--- src/rtl/booth_pkg.sv ---
// Shared types and the radix-4 Booth digit decoder
// for the sequential partial-product generator.
package booth_pkg;

  typedef enum logic [2:0] {
    DIG_ZERO,
    DIG_POS1,
    DIG_POS2,
    DIG_NEG2,
    DIG_NEG1
  } booth_digit_e;

  typedef enum logic {
    IDLE,
    RUN
  } state_e;

  function automatic booth_digit_e booth_decode(
    input logic [2:0] t
  );
    booth_digit_e d;
    d = DIG_ZERO;
    unique case (t)
      3'b001, 3'b010: d = DIG_POS1;
      3'b011:         d = DIG_POS2;
      3'b100:         d = DIG_NEG2;
      3'b101, 3'b110: d = DIG_NEG1;
      default:        d = DIG_ZERO;
    endcase
    return d;
  endfunction

endpackage

--- src/rtl/booth_r4_enc.sv ---
// Combinational Booth digit encoder: selects 0/+-a/+-2a
// as one's complement plus a separate +1 bit.
module booth_r4_enc
  import booth_pkg::*;
#(
  parameter int WIDTH = 8
) (
  input  logic [2:0]       triplet,
  input  logic [WIDTH+1:0] mcand,
  output logic [WIDTH+1:0] pp_data,
  output logic             pp_neg
);

  booth_digit_e dig;
  logic [WIDTH+1:0] dbl;

  assign dig = booth_decode(triplet);
  assign dbl = {mcand[WIDTH:0], 1'b0};

  // Map the digit onto a magnitude and its sign
  always_comb begin
    pp_data = '0;
    pp_neg  = 1'b0;
    unique case (dig)
      DIG_POS1: pp_data = mcand;
      DIG_POS2: pp_data = dbl;
      DIG_NEG2: begin
        pp_data = ~dbl;
        pp_neg  = 1'b1;
      end
      DIG_NEG1: begin
        pp_data = ~mcand;
        pp_neg  = 1'b1;
      end
      default: begin
        pp_data = '0;
        pp_neg  = 1'b0;
      end
    endcase
  end

endmodule

--- src/rtl/booth_r4_pp_gen.sv ---
// Sequential radix-4 Booth partial-product generator:
// one partial product per handshake, WIDTH/2 per operand pair.
module booth_r4_pp_gen
  import booth_pkg::*;
#(
  parameter int WIDTH = 8,
  parameter int IDXW  = (WIDTH / 2 > 1) ? $clog2(WIDTH / 2) : 1
) (
  input  logic             clk,
  input  logic             rst_n,
  input  logic             in_valid,
  output logic             in_ready,
  input  logic [WIDTH-1:0] a,
  input  logic [WIDTH-1:0] b,
  output logic             pp_valid,
  input  logic             pp_ready,
  output logic [WIDTH+1:0] pp_data,
  output logic             pp_neg,
  output logic [IDXW-1:0]  pp_idx,
  output logic             pp_last
);

  localparam logic [IDXW-1:0] LAST = IDXW'(WIDTH / 2 - 1);

  state_e           state;
  state_e           state_nxt;
  logic [WIDTH+1:0] mcand;
  logic [WIDTH:0]   sr;
  logic [IDXW-1:0]  idx;
  logic [WIDTH+1:0] enc_data;
  logic             enc_neg;
  logic             run;
  logic             fire;
  logic             at_last;

  assign run     = (state == RUN);
  assign fire    = run & pp_ready;
  assign at_last = (idx == LAST);

  booth_r4_enc #(
    .WIDTH(WIDTH)
  ) u_enc (
    .triplet(sr[2:0]),
    .mcand  (mcand),
    .pp_data(enc_data),
    .pp_neg (enc_neg)
  );

  // State register
  always_ff @(posedge clk or negedge rst_n) begin
    if (!rst_n) state <= IDLE;
    else        state <= state_nxt;
  end

  // Next-state: accept in IDLE, leave RUN after last handoff
  always_comb begin
    state_nxt = state;
    unique case (state)
      IDLE: if (in_valid) state_nxt = RUN;
      RUN:  if (fire && at_last) state_nxt = IDLE;
      default: state_nxt = IDLE;
    endcase
  end

  // Operand capture, digit shift and index advance
  always_ff @(posedge clk or negedge rst_n) begin
    if (!rst_n) begin
      mcand <= '0;
      sr    <= '0;
      idx   <= '0;
    end else if (!run) begin
      if (in_valid) begin
        mcand <= {{2{a[WIDTH-1]}}, a};
        sr    <= {b, 1'b0};
        idx   <= '0;
      end
    end else if (fire && !at_last) begin
      sr  <= {{2{sr[WIDTH]}}, sr[WIDTH:2]};
      idx <= idx + IDXW'(1);
    end
  end

  // Outputs decoded from registered state; zeroed in IDLE
  always_comb begin
    in_ready = ~run;
    pp_valid = run;
    pp_data  = run ? enc_data : '0;
    pp_neg   = run & enc_neg;
    pp_idx   = run ? idx : '0;
    pp_last  = run & at_last;
  end

endmodule

--- config.mk ---
export PLATFORM = sky130hd
export DESIGN_NAME = booth_r4_pp_gen
export DESIGN_NICKNAME = d
export VERILOG_FILES = /design/src/rtl/booth_pkg.sv /design/src/rtl/booth_r4_enc.sv /design/src/rtl/booth_r4_pp_gen.sv
export SDC_FILE = /design/constraint.sdc
export NUM_CORES = 1
export LEC_CHECK = 0
export BUFFER_PORTS_ARGS = -buffer_cell sky130_fd_sc_hd__buf_2
export CORE_MARGIN = 4
export CORE_UTILIZATION = 46
export DETAILED_ROUTE_END_ITERATION = 8
export HOLD_SLACK_MARGIN = 0.06
export PLACE_DENSITY_LB_ADDON = 0.12
export RECOVER_POWER = 100
export SETUP_SLACK_MARGIN = 0.4
export SYNTH_ARGS = -nofsm -noshare
export SYNTH_HDL_FRONTEND = slang
export SYNTH_SLANG_ARGS = --single-unit
--- constraint.sdc ---
create_clock -name clk -period 1.7 [get_ports clk]
set_input_delay 0.34 -clock clk [delete_from_list [all_inputs] [get_ports clk]]
set_output_delay 0.34 -clock clk [all_outputs]
set_load 0.02 [all_outputs]
==> flow_metrics.tcl <==
set metrics [dict create \
    period_minus_slack_ps 1980 \
    post-route-period-util_pct 116 \
    vias 1099 \
    setup_viol 13 \
    drt_iter0_markers 34 \
    synthFlopType "dfrtp_1" \
    route.detailed.drc 0 \
    coreArea_um2 2540 \
    timing.final.ws_setup_ps -278 \
    initial_utilization_pct 49.8 \
    post_drt_wl_per_cell_um 18.1 \
    placement.io_buffers 35 \
    grt_max_degree 21 \
    die_h_um 60.5 \
    syn2layout_area_growth_pct 57.4 \
    yosys.cell_types.count 26 \
    dr.pass1.iters 4 \
    antenna_found_initial 0 \
    ant_nets 0 \
    wirelength_um 3590 \
    ir_drop_mv 1.99 \
    layout.nets 190 \
    critPathKind "flop to output port" \
    die_area_um2 3660 \
    place.gp.congestion 0.844 \
    layout_commonest_cell "buf_2" \
    arrival_ps 1640 \
    ios 36 \
    synth_top_cell_by_area "dfrtp_1" \
    synthesis.area_um2 1270 \
    cts_tree "done" \
    violations "setup timing" \
    p_total_uw 5050 \
    grt_use_total_pct 21.9 \
    max_slew_margin_pct 29.9 \
    hold_class "primary input to flop" \
    clk_pin_slew_ps 110 \
    max_clock_freq_ghz 0.506 \
    finalClockSkew_ps 7.15 \
    syn-num-nets 137 \
    hpwl_um 2110 \
    cap_viol_max_count 0 \
    syn_area_per_cell_um2 10.9 \
    finalHoldViolCount 0 \
    worstPathRequired_ps 1360 \
    synth_seq_cells 20 \
    cts_sinks 20 \
    crit_path_start_kind "flop" \
    status "finished, violations left" \
    rows 18 \
    cts_buffers 3 \
    clk_latency_ps 300 \
    cp_max_fo 6 \
    ys_warn_count 0 \
    synthCells 116 \
    via_per_inst 5.55 \
    n_fill_cell 167 \
    worstSetupEndpointType "output port" \
    diodes 0 \
    slew_violations 0 \
    grt_pass1_vias 1185 \
    worst_slew_pin_slew_ps 1050 \
    synth_edf_count 0 \
    synth_top_area_share_pct 39.5 \
    cts_buffer_depth 2 \
    die_w_um 60.5 \
    drive_gt1_share_pct 71.4 \
    htreeDepth 1 \
    grt_pass1_wl_um 5930 \
    post_dp_cell_area_um2 1620 \
    p_leak_uw 0.000918 \
    fin_area_um2 1990 \
    cts.root.buffer_cell "clkbuf_4" \
    power_density_nw_per_um2 2530 \
    synth_area_leaders "dfrtp_1, mux2_2, mux2_4" \
    async_flop_share_pct 100 \
    rsz0062_at_grt "yes" \
    overflow 0 \
    final_cell_mix "buf_2, buf_6, mux2_4, dfrtp_1, buf_4" \
    ys_seq_area_share_pct 39.5 \
]
==> cell usage after synthesis (2+ instances only) <==
master and instances:
dfrtp_1 20, mux2_2 14, mux2_4 7, nor2_1 7
nor4b_1 7, xor2_1 7, a221oi_1 6, nand2_1 6
o21ai_0 6, a21oi_1 4, and2_1 3, buf_6 3
clkbuf_1 3, inv_1 3, nor2b_1 3, and3_1 2
buf_2 2, buf_4 2, mux2i_1 2, o22ai_1 2
xnor2_1 2
==> state kept, by name, summed over array words and instances, names as in the netlist <==
signal and count:
idx 2, pp_valid 1, mcand 8, sr 9
==> path summary, 6_finish.rpt <==
kind | from | end | slack, ps | cells past startpoint
max | sr[0]$_DFFE_PN0P_ | pp_data[7] | -280 | 5
min | pp_ready | pp_valid$_DFF_PN0_ | 220 | 2
max reg2reg | pp_valid$_DFF_PN0_ | sr[4]$_DFFE_PN0P_ | 0 | 4
min reg2reg | sr[6]$_DFFE_PN0P_ | sr[6]$_DFFE_PN0P_ | 520 | 1
max in group asynchronous | rst_n | pp_valid$_DFF_PN0_ | 210 | 2
min in group asynchronous | rst_n | sr[7]$_DFFE_PN0P_ | 740 | 2
==> layout make-up <==
type                       count  area, µm²  area share, %
multi-input combinational     82        940           47.1
inverter                       3       18.8          0.942
sequential                    20        508           25.5
timing repair buffer          58        442           22.2
timing repair inverter         1       11.3          0.565
clock buffer                   4       36.3           1.82
tap                           30       37.5           1.88
==> repair_timing <==
item                                    CTS  global route
hold endpoints to repair                 20             0
endpoints found under the setup margin   32            34
gates cloned                              2             0
buffers inserted                         11             0
resized for setup                        75            10
pin swaps                                13             2
hold buffers                              1             0
==> worst max-delay path: stages, from the launching register on <==
cell and delay, ps:
dfrtp_2 480, buf_4 180, nor4b_2 280, a21oi_1 100
a21oi_2 150, buf_4 150
==> through the flow <==
stage / hold WS (ps) / setup WS, ps / utilization, % / TNS [ps] / std cells
after floorplan: 44.4 / 123 / - / 0 / 116
after global placement: 300 / 45.5 / 63.5 / 0 / 180
after detailed placement: 306 / 4.66 / 63.5 / 0 / 180
after CTS: 213 / -211 / 78.9 / -1930 / 198
after global routing: 226 / -339 / 78.3 / -3980 / 198
final: 215 / -278 / 78.3 / -2340 / 198
==> cell families after synthesis <==
group | share of synthesized area [%]
AND/OR/NAND/NOR | 14.4
multiplexers | 22.3
buffers and inverters | 6.82
flip-flops | 39.5
AO/OA/AOI/OAI | 9.68
XOR/XNOR | 6.23
adder cells (fa/ha/maj) | 0.988
==> where the power goes <==
part | switching, µW | internal (µW) | leakage, µW
registers | 349 | 728 | 0.000236
logic | 1720 | 1970 | 0.000661
clock network | 142 | 131 | 0.0000210
total | 2210 | 2830 | 0.000918
==> routing by layer <==
| metal | global-route usage, % | part of all wire, % |
|---|---|---|
| met1 | 28.7 | 44 |
| met2 | 38.0 | 50 |
| met3 | 2.34 | 3.8 |
| met4 | 7.43 | 1.6 |
| met5 | 0 | 0 |
Power figures use the tool's default switching activity.
